`src/rtl/spi_pkg.sv`:
```
// Shared definitions for the SPI slave sequencer: default opcodes, dummy length
// and the frame state encoding.
package spi_pkg;

    localparam logic [7:0] CMD_WR_DEFAULT = 8'h02;
    localparam logic [7:0] CMD_RD_DEFAULT = 8'h03;
    localparam int         DUMMY_DEFAULT  = 8;

    typedef enum logic [2:0] {
        IDLE,
        CMD,
        ADDR,
        RDUMMY,
        RDATA,
        WDATA,
        DROP
    } spi_state_e;

endpackage

```
`src/rtl/spi_slave_ctrl_if.sv`:
```
// Bus-side signals of the SPI slave sequencer: serial pins, read-buffer strobes
// and the register-file write port.
interface spi_slave_ctrl_if;

    logic        csn;
    logic        mosi;
    logic        miso;
    logic        miso_oe;
    logic        addr_load;
    logic        read_load;
    logic [15:0] spi_raddr;
    logic [15:0] spi_rdata;
    logic        wr_en;
    logic [15:0] wr_addr;
    logic [15:0] wr_data;

    modport slave (
        input  csn, mosi, spi_rdata,
        output miso, miso_oe, addr_load, read_load, spi_raddr,
               wr_en, wr_addr, wr_data
    );

    modport master (
        output csn, mosi, spi_rdata,
        input  miso, miso_oe, addr_load, read_load, spi_raddr,
               wr_en, wr_addr, wr_data
    );

endinterface

```
`src/rtl/spi_shift_out.sv`:
```
// Negedge-clocked 16-bit MSB-first output shifter; holds zero whenever it is
// neither loading nor shifting so miso idles low.
module spi_shift_out (
    input  logic        sck,
    input  logic        rstn,
    input  logic        i_load,
    input  logic        i_shift,
    input  logic [15:0] i_data,
    output logic        o_miso
);

    logic [15:0] r_shift;

    always_ff @(negedge sck or negedge rstn) begin
        if (!rstn) begin
            r_shift <= '0;
        end else if (i_load) begin
            r_shift <= i_data;
        end else if (i_shift) begin
            r_shift <= {r_shift[14:0], 1'b0};
        end else begin
            r_shift <= '0;
        end
    end

    assign o_miso = r_shift[15];

endmodule

```
`src/rtl/spi_slave_ctrl.sv`:
```
// SPI mode-0 slave sequencer: decodes command/address, paces read-buffer
// prefetch strobes, and turns write bursts into register-file strobes.
module spi_slave_ctrl
    import spi_pkg::*;
#(
    parameter logic [7:0] CMD_WR = CMD_WR_DEFAULT,
    parameter logic [7:0] CMD_RD = CMD_RD_DEFAULT,
    parameter int         DUMMY  = DUMMY_DEFAULT
) (
    input  logic            sck,
    input  logic            rstn,
    spi_slave_ctrl_if.slave bus
);

    localparam logic [3:0] DUMMY_LAST = 4'(DUMMY - 1);

    spi_state_e  r_state;
    spi_state_e  w_stateNext;
    logic [3:0]  r_bitCnt;
    logic [3:0]  w_bitCntNext;
    logic [14:0] r_shiftIn;
    logic [15:0] w_shiftNext;
    logic        r_isRead;
    logic        w_isReadNext;
    logic        r_addrLoad;
    logic        r_readLoad;
    logic        r_wrEn;
    logic        w_addrLoadNext;
    logic        w_readLoadNext;
    logic        w_wrEnNext;
    logic        w_raddrLd;
    logic        w_ptrLd;
    logic [15:0] r_raddr;
    logic [15:0] r_wrPtr;
    logic [15:0] r_wrAddr;
    logic [15:0] r_wrData;
    logic        w_frameRstn;
    logic        w_shLoad;
    logic        w_shEn;

    // csn high aborts the frame asynchronously; held address/data registers only follow rstn
    assign w_frameRstn = rstn & ~bus.csn;
    assign w_shiftNext = {r_shiftIn, bus.mosi};

    always_ff @(posedge sck or negedge w_frameRstn) begin
        if (!w_frameRstn) begin
            r_state    <= IDLE;
            r_bitCnt   <= '0;
            r_shiftIn  <= '0;
            r_isRead   <= 1'b0;
            r_addrLoad <= 1'b0;
            r_readLoad <= 1'b0;
            r_wrEn     <= 1'b0;
        end else begin
            r_state    <= w_stateNext;
            r_bitCnt   <= w_bitCntNext;
            r_shiftIn  <= w_shiftNext[14:0];
            r_isRead   <= w_isReadNext;
            r_addrLoad <= w_addrLoadNext;
            r_readLoad <= w_readLoadNext;
            r_wrEn     <= w_wrEnNext;
        end
    end

    always_comb begin
        w_stateNext    = r_state;
        w_bitCntNext   = r_bitCnt + 4'd1;
        w_isReadNext   = r_isRead;
        w_addrLoadNext = 1'b0;
        w_readLoadNext = 1'b0;
        w_wrEnNext     = 1'b0;
        w_raddrLd      = 1'b0;
        w_ptrLd        = 1'b0;
        case (r_state)
            // The first posedge of a frame already carries command bit 0
            IDLE: begin
                w_stateNext = CMD;
            end
            CMD: begin
                if (r_bitCnt == 4'd7) begin
                    w_bitCntNext = '0;
                    if (w_shiftNext[7:0] == CMD_RD) begin
                        w_isReadNext = 1'b1;
                        w_stateNext  = ADDR;
                    end else if (w_shiftNext[7:0] == CMD_WR) begin
                        w_isReadNext = 1'b0;
                        w_stateNext  = ADDR;
                    end else begin
                        w_stateNext = DROP;
                    end
                end
            end
            ADDR: begin
                if (r_bitCnt == 4'd15) begin
                    w_bitCntNext = '0;
                    if (r_isRead) begin
                        w_stateNext    = RDUMMY;
                        w_raddrLd      = 1'b1;
                        w_addrLoadNext = 1'b1;
                    end else begin
                        w_stateNext = WDATA;
                        w_ptrLd     = 1'b1;
                    end
                end
            end
            RDUMMY: begin
                if (r_bitCnt == DUMMY_LAST) begin
                    w_bitCntNext = '0;
                    w_stateNext  = RDATA;
                end
            end
            // Bit counter wraps 15->0 on its own, marking each new word
            RDATA: begin
                if (r_bitCnt == 4'd7) begin
                    w_readLoadNext = 1'b1;
                end
            end
            WDATA: begin
                if (r_bitCnt == 4'd15) begin
                    w_wrEnNext = 1'b1;
                end
            end
            DROP: begin
                w_bitCntNext = r_bitCnt;
            end
            default: begin
                w_stateNext = IDLE;
            end
        endcase
    end

    always_ff @(posedge sck or negedge rstn) begin
        if (!rstn) begin
            r_raddr  <= '0;
            r_wrPtr  <= '0;
            r_wrAddr <= '0;
            r_wrData <= '0;
        end else begin
            if (w_raddrLd) begin
                r_raddr <= w_shiftNext;
            end
            if (w_ptrLd) begin
                r_wrPtr <= w_shiftNext;
            end else if (w_wrEnNext) begin
                r_wrPtr <= r_wrPtr + 16'd2;
            end
            if (w_wrEnNext) begin
                r_wrAddr <= r_wrPtr;
                r_wrData <= w_shiftNext;
            end
        end
    end

    // Each word is loaded on the negedge right after the counter returns to zero
    assign w_shLoad = (r_state == RDATA) && (r_bitCnt == 4'd0);
    assign w_shEn   = (r_state == RDATA);

    spi_shift_out u_shiftOut (
        .sck     (sck),
        .rstn    (rstn),
        .i_load  (w_shLoad),
        .i_shift (w_shEn),
        .i_data  (bus.spi_rdata),
        .o_miso  (bus.miso)
    );

    assign bus.miso_oe   = (r_state == RDUMMY) || (r_state == RDATA);
    assign bus.addr_load = r_addrLoad;
    assign bus.read_load = r_readLoad;
    assign bus.spi_raddr = r_raddr;
    assign bus.wr_en     = r_wrEn;
    assign bus.wr_addr   = r_wrAddr;
    assign bus.wr_data   = r_wrData;

endmodule
```
`src/flat_wrapper.sv`:
```
// flat-port wrapper written by rule: the top's interface ports become plain ports
module spi_slave_ctrl_flat import spi_pkg::*;
#(
    parameter logic [7:0] CMD_WR = CMD_WR_DEFAULT,
    parameter logic [7:0] CMD_RD = CMD_RD_DEFAULT,
    parameter int         DUMMY  = DUMMY_DEFAULT
)
  (sck, rstn, bus_csn, bus_mosi, bus_spi_rdata, bus_miso, bus_miso_oe, bus_addr_load, bus_read_load, bus_spi_raddr, bus_wr_en, bus_wr_addr, bus_wr_data);
  spi_slave_ctrl_if bus_i ();
  input  logic sck;
  input  logic rstn;
  input wire logic [$bits(bus_i.csn)-1:0] bus_csn;
  input wire logic [$bits(bus_i.mosi)-1:0] bus_mosi;
  input wire logic [$bits(bus_i.spi_rdata)-1:0] bus_spi_rdata;
  output wire logic [$bits(bus_i.miso)-1:0] bus_miso;
  output wire logic [$bits(bus_i.miso_oe)-1:0] bus_miso_oe;
  output wire logic [$bits(bus_i.addr_load)-1:0] bus_addr_load;
  output wire logic [$bits(bus_i.read_load)-1:0] bus_read_load;
  output wire logic [$bits(bus_i.spi_raddr)-1:0] bus_spi_raddr;
  output wire logic [$bits(bus_i.wr_en)-1:0] bus_wr_en;
  output wire logic [$bits(bus_i.wr_addr)-1:0] bus_wr_addr;
  output wire logic [$bits(bus_i.wr_data)-1:0] bus_wr_data;
  assign bus_i.csn = bus_csn;
  assign bus_i.mosi = bus_mosi;
  assign bus_i.spi_rdata = bus_spi_rdata;
  assign bus_miso = bus_i.miso;
  assign bus_miso_oe = bus_i.miso_oe;
  assign bus_addr_load = bus_i.addr_load;
  assign bus_read_load = bus_i.read_load;
  assign bus_spi_raddr = bus_i.spi_raddr;
  assign bus_wr_en = bus_i.wr_en;
  assign bus_wr_addr = bus_i.wr_addr;
  assign bus_wr_data = bus_i.wr_data;
  spi_slave_ctrl #(.CMD_WR(CMD_WR), .CMD_RD(CMD_RD), .DUMMY(DUMMY)) u_core (.sck(sck), .rstn(rstn), .bus(bus_i));
endmodule
```
`config.mk`:
```
export PLATFORM = sky130hd
export DESIGN_NAME = spi_slave_ctrl_flat
export DESIGN_NICKNAME = d
export VERILOG_FILES = /design/src/rtl/spi_pkg.sv /design/src/rtl/spi_slave_ctrl_if.sv /design/src/rtl/spi_shift_out.sv /design/src/rtl/spi_slave_ctrl.sv /design/src/flat_wrapper.sv
export SDC_FILE = /design/constraint.sdc
export NUM_CORES = 1
export LEC_CHECK = 0
export ABC_AREA = 1
export CAP_MARGIN = 20
export CELL_PAD_IN_SITES_DETAIL_PLACEMENT = 0
export CELL_PAD_IN_SITES_GLOBAL_PLACEMENT = 1
export CORE_ASPECT_RATIO = 1.25
export CORE_MARGIN = 3
export CORE_UTILIZATION = 30
export CTS_BUF_LIST = sky130_fd_sc_hd__clkbuf_16
export DETAILED_ROUTE_END_ITERATION = 8
export HOLD_SLACK_MARGIN = 0.08
export PLACE_DENSITY = 0.6
export SLEW_MARGIN = 20
export SYNTH_ARGS = -nofsm -noshare
export SYNTH_HDL_FRONTEND = slang
export SYNTH_SLANG_ARGS = --single-unit
```
`constraint.sdc`:
```
create_clock -name sck -period 2.69 [get_ports sck]
set_input_delay 0.4035 -clock sck [delete_from_list [all_inputs] [get_ports sck]]
set_output_delay 0.4035 -clock sck [all_outputs]
set_load 0.03 [all_outputs]
```
==> out/results.ini, run 1 <==
[setup_path]
end_kind=flop
startpoint_type=flop
reg2reg_from=u_core.r_bitCnt[0]
r2r_cells=7
arrival_ns=1.54
path_cells=inv_2 -> ha_4 -> nor3b_4 -> buf_12 -> nand2_8 -> nand3_2 -> nand2_2
cp.required_ns=1.55
crit_family=simple AND/OR/NAND/NOR gates
crit_slowest_cell=dfrtp_1
critPathKind=reg2reg
path_buf_inv=2
cpPeakStageDelay_ns=0.39
reg2reg_slack_ns=0.005
path_max_fanout=8
reg2reg_to=u_core.u_shiftOut.r_shift[15]

[sta]
relSlewSlack=0.4904
drv_slew=0
finalHoldViolations=0
setup_viol=0
rsz0062_at_grt=yes
tightest_slew_ns=0.7644
clock_skew_ns=0.007925

[place]
io_buffer_count=72
dpl.hpwl_mm=7.843
place_area_sq_um=5510
placed_cells=774
place_congestion=0.7443

[cells_and_area]
fill_cells=1478
multi_input_area_sq_um=1797
area_growth_pct=33.21
seq_area_sq_um=2653
num_antenna_cells=0
design_area_sq_um=6068
fin_cells=799
drive_above_1_share=0.1192
fin_nets=639

[drt]
route.final.wire_length_mm=11.65
antenna_left=0
wire_per_inst_microns=14.58
drtIter0Drc=136
drc_errors=0
viasPerCell=4.606
num_vias=3680
dr.pass1.iters=4

[pwr]
leakage_nw=2.981
fin_total_pwr_mw=4.757
ir_drop_mv=0.5160
p_per_area_nw_per_um2=783.9

[worst_hold_path]
hold_start=u_core.r_shiftIn[3]
hold_class=reg2reg
whs_path_depth=0
hold_end=u_core.r_shiftIn[4]

[yosys]
synthDominantAreaCellType=dfrtp_1
synth.avg_cell_area_sq_um=8.563
seq_area_frac_synth=0.5823
synthTopCellsByCount=nand2_1, dfrtp_1, nand3_1
yosysMostFrequentCell=nand2_1
synthCells=532
synth_seq_cells=106
syn_area_sq_um=4556
synth_fp_nets=555
async_flop_share=1.000
ys.warnings.count=0
yosysUniqueCellTypes=28
synth_edf_count=0
synth_top_area_frac=0.4944
synthFlopType=dfrtp_1
synthTopCellsByArea=dfrtp_1, nand2_1, nand3_1

[clocking]
h-tree-depth=3
cts_buffers=9
clk_pin_slew_worst_paths_ns=0.07
clkSinkCount=106
cts_buffer_depth=2
cts_root_buf=clkbuf_16
clk_latency_ns=0.35
cts_tree=done

[floorplanning]
die_area_sq_um=16710
rows=49
core_sq_um=14650
io_pins=73
die_w_microns=116.2
initial_core_util=0.3109
fp.dieH_microns=143.8

[run]
maxCapViolations=0

[global_route]
grt_max_degree=58
antenna_found_initial=0
grt_pass1_vias=3689
overflow=0
gr-usage-all-layers=0.1475
grt_pass1_wl_mm=19.09

[run_status]
status=completed

## layer usage
metal | track usage | vias to the layer above | routed length, microns
li1 | - | 1857 | -
met1 | 0.1860 | 1745 | 5194
met2 | 0.2483 | 66 | 5858
met3 | 0.03286 | 12 | 436
met4 | 0.05070 | 0 | 162
met5 | 0 | - | 0
## flip-flops by register name (all words and copies together) (netlist names), 3 cells and up
register	flops
u_core.bus.spi_raddr	16
u_core.bus.wr_addr	16
u_core.bus.wr_data	16
u_core.r_wrPtr	16
u_core.u_shiftOut.r_shift	16
u_core.r_shiftIn	15
u_core.r_bitCnt	4
u_core.r_state	3
## kinds of logic (layout without fill, tap and decap cells)
logic type                 after synthesis  count (layout)  synth area share
AOI/OAI and AO/OA                       30              30           0.03433
adders and majority gates                3               3          0.008240
buffers and inverters                   59             147           0.05575
DFF                                    106             106            0.5823
xor gates and xnor gates                 3               3          0.005769
and+or+nand+nor                        331             332            0.3137
## where the power goes
| part | leakage, nW | switching, mW | internal (mW) |
|---|---|---|---|
| registers | 1.42 | 0.163 | 1.78 |
| logic | 1.40 | 0.839 | 0.586 |
| clock network | 0.161 | 0.596 | 0.789 |
## layout make-up
cell class | count | area share
clock buffer | 12 | 0.04948
multi-input combinational | 368 | 0.2961
timing repair buffer | 92 | 0.1536
inverter | 39 | 0.02412
clock inverter | 4 | 0.002887
sequential | 106 | 0.4371
tap | 178 | 0.03670
## how the worst max path moves through the flow
stage / startpoint / endpoint / slack [ns] / cells after the start
6_report: u_core.r_bitCnt[0] / u_core.u_shiftOut.r_shift[15] / 0.005 / 7
3_5_place_dp: u_core.r_bitCnt[1] / u_core.u_shiftOut.r_shift[6] / -0.06 / 6
4_1_cts: u_core.u_shiftOut.r_shift[15] / bus_miso / -0.01 / 1
3_3_place_gp: u_core.r_bitCnt[0] / u_core.u_shiftOut.r_shift[6] / -0.02 / 6
2_1_floorplan: u_core.r_bitCnt[0] / u_core.u_shiftOut.r_shift[10] / -0.06 / 7
5_1_grt: u_core.r_bitCnt[0] / u_core.u_shiftOut.r_shift[15] / -0.05 / 7
## what timing repair did
action,in CTS,in global routing
hold endpoints to repair,8,0
endpoints found under the setup margin,16,17
pin swaps,0,5
setup buffers,3,6
gates resized for setup,9,22
gates cloned,1,0
hold buffers,1,0
## through the flow
step,utilization,setup TNS [ns],setup WS [ns],hold slack (ns)
3_5_place_dp,0.3761,-0.6920,-0.05765,0.3415
2_1_floorplan,-,-0.5522,-0.05522,0.1079
6_report,0.4141,0,0.004943,0.4107
5_1_grt,0.4141,-0.4609,-0.05004,0.4322
3_3_place_gp,0.3761,-0.2327,-0.01858,0.3401
4_1_cts,0.4031,-0.01286,-0.01286,0.4122
## cells in the final DEF, fill, tap and decap left out, types with 12 or more instances in the layout
| master | count |
|---|---|
| nand2_1 | 205 |
| inv_1 | 35 |
| nand3_2 | 19 |
| clkdlybuf4s50_1 | 69 |
| o21ai_0 | 26 |
| clkbuf_16 | 12 |
| nand3_1 | 65 |
| buf_4 | 16 |
| dfrtn_1 | 16 |
| nor2_1 | 23 |
| dfrtp_1 | 90 |
(Power assumes the default switching activity.)
==> run 2: changes to the inputs <==
--- a/config.mk
+++ b/config.mk
@@ -16,6 +16,7 @@
 export DETAILED_ROUTE_END_ITERATION = 8
 export HOLD_SLACK_MARGIN = 0.08
 export PLACE_DENSITY = 0.6
+export SETUP_SLACK_MARGIN = 0.3
 export SLEW_MARGIN = 20
 export SYNTH_ARGS = -nofsm -noshare
 export SYNTH_HDL_FRONTEND = slang
==> out/results.ini, run 2 (synthesis gave the netlist of run 1 again) <==
[run_status]
status=completed

[clocking]
cts_buffer_depth=2  ; unchanged
cts_buffers=9  ; unchanged
cts_tree=done
clk_pin_slew_worst_paths_ns=0.07  ; about the same
h-tree-depth=3  ; unchanged
clkSinkCount=106  ; unchanged
clk_latency_ns=0.35  ; about the same
cts_root_buf=clkbuf_16

[cells_and_area]
mostFrequentLayoutCell=nand2_1
fin_util=0.4131  ; -0.001025
drive_above_1_share=0.1250  ; +0.005837
fin_cells=802  ; +0.38%
mostFrequentLayoutCells=nand2_1, dfrtp_1, clkdlybuf4s50_1
fin_nets=642  ; +0.47%
area_growth_pct=32.88
num_antenna_cells=0  ; unchanged
design_area_sq_um=6053  ; -0.25%

[global_route]
grt_pass1_vias=3733  ; +1.2%
overflow=0  ; unchanged
use_met1=0.1858  ; -0.0002665
met3_usage=0.01980  ; -0.01306
met2_usage=0.2520  ; +0.003617
grt_max_degree=44  ; -24%
grt_pass1_wl_mm=19.22  ; +0.65%
antenna_found_initial=0  ; unchanged
grt.busiest_layer=met2
gr-usage-all-layers=0.1485  ; +0.0009640

[sta]
finalHoldViolations=0  ; unchanged
setup_ws_ns=0.009928  ; +0.004984 ns
drv_slew=0  ; unchanged
hold_ws_ns=0.4109  ; +0.0002210 ns
fin_setup_tns_ns=0  ; unchanged
setup_viol=0  ; unchanged
rsz0062_at_grt=yes
clock_skew_ns=0.005794  ; -0.002130 ns
tightest_slew_ns=0.7117  ; -0.05274 ns
relSlewSlack=0.5250  ; +0.03465

[floorplanning]
fp.dieH_microns=143.8  ; unchanged
core_sq_um=14650  ; unchanged
io_pins=73  ; unchanged
initial_core_util=0.3109  ; unchanged
rows=49  ; unchanged
die_area_sq_um=16710  ; unchanged
die_w_microns=116.2  ; unchanged

[pwr]
leakage_nw=2.983  ; about the same
internal_power_mw=3.090  ; -2.2%
swShare=0.3451  ; +0.009135
fin_total_pwr_mw=4.718  ; -0.82%
pwr-share-clk=0.274  ; -0.017
seqPwrFrac=0.412  ; +0.003
comb_power_share=0.314  ; +0.014
p_sw_mw=1.628  ; +1.9%
p_per_area_nw_per_um2=779.4  ; -0.58%
ir_drop_mv=0.4878  ; -5.5%

[drt]
antenna_left=0  ; unchanged
num_vias=3687  ; +0.19%
wire_per_inst_microns=14.56  ; -0.18%
drc_errors=0  ; unchanged
viasPerCell=4.597  ; -0.18%
drtIter0Drc=106  ; -22%
route.final.wire_length_mm=11.68  ; +0.20%
dr.pass1.iters=6  ; +2

[setup_path]
path_max_fanout=1  ; -7
reg2reg_slack_ns=0.01  ; about the same
critPathKind=reg2out
cp.required_ns=2.29  ; +0.74 ns
path_cells=buf_6
crit_slowest_cell=dfrtn_1
r2r_cells=7  ; unchanged
end_kind=primary output
cpPeakStageDelay_ns=0.44  ; +0.05 ns
arrival_ns=2.28  ; +0.74 ns
cp.depth=1  ; -6
crit_family=flip-flops
startpoint_type=flop
path_buf_inv=1  ; -1

[place]
placed_cells=774  ; unchanged
io_buffer_count=72  ; unchanged
place_area_sq_um=5510  ; unchanged
dpl.hpwl_mm=7.938  ; +1.2%
pre_cts_ws_ns=-0.06921  ; -0.01156 ns
place_congestion=0.7947  ; +6.8%

[worst_hold_path]
hold_class=reg2reg
whs_path_depth=0  ; unchanged

[run]
maxCapViolations=0  ; unchanged

[run 2: path summary, 6_finish.rpt]
check                                              start                             to
min in group asynchronous                        bus_csn           u_core.bus.read_load
min                                  u_core.r_shiftIn[0]            u_core.r_shiftIn[1]
max in group asynchronous                           rstn  u_core.u_shiftOut.r_shift[12]
max reg2reg                           u_core.r_bitCnt[1]  u_core.u_shiftOut.r_shift[10]
max                        u_core.u_shiftOut.r_shift[15]                       bus_miso
min reg2reg                          u_core.r_shiftIn[0]            u_core.r_shiftIn[1]
[run 2: layout make-up]
type / count / area, sq um
inverter: 39 / 146.4
tap: 178 / 222.7
clock inverter: 6 / 36.28
multi-input combinational: 368 / 1794
sequential: 106 / 2653
clock buffer: 10 / 250.2
timing repair buffer: 95 / 950.9
fill: 1491 / 8600
[run 2: per-layer routing]
metal,share of wire,vias to the layer above,wire (microns)
li1,-,1865,-
met1,0.44,1741,5179
met2,0.50,63,5882
met3,0.027,18,312
met4,0.026,0,301
met5,0,-,0
[run 2: repair_timing]
item	4_1_cts	5_1_grt
hold buffers	1	0
endpoints found under the hold margin	21	0
setup buffers	8	1
endpoints found under the setup margin	17	17
gates resized for setup	26	5
gates cloned	1	1
pin swaps	2	4
[run 2: power by group through the flow]
| stage | registers, mW | logic, mW | clock network (mW) |
|---|---|---|---|
| floorplan | 2.06 | 0.646 | 0 |
| global placement | 1.97 | 1.14 | 0 |
| detailed placement | 1.97 | 1.17 | 0 |
| CTS | 1.94 | 1.40 | 1.34 |
| global route | 1.97 | 1.64 | 1.40 |
| finish | 1.94 | 1.48 | 1.29 |
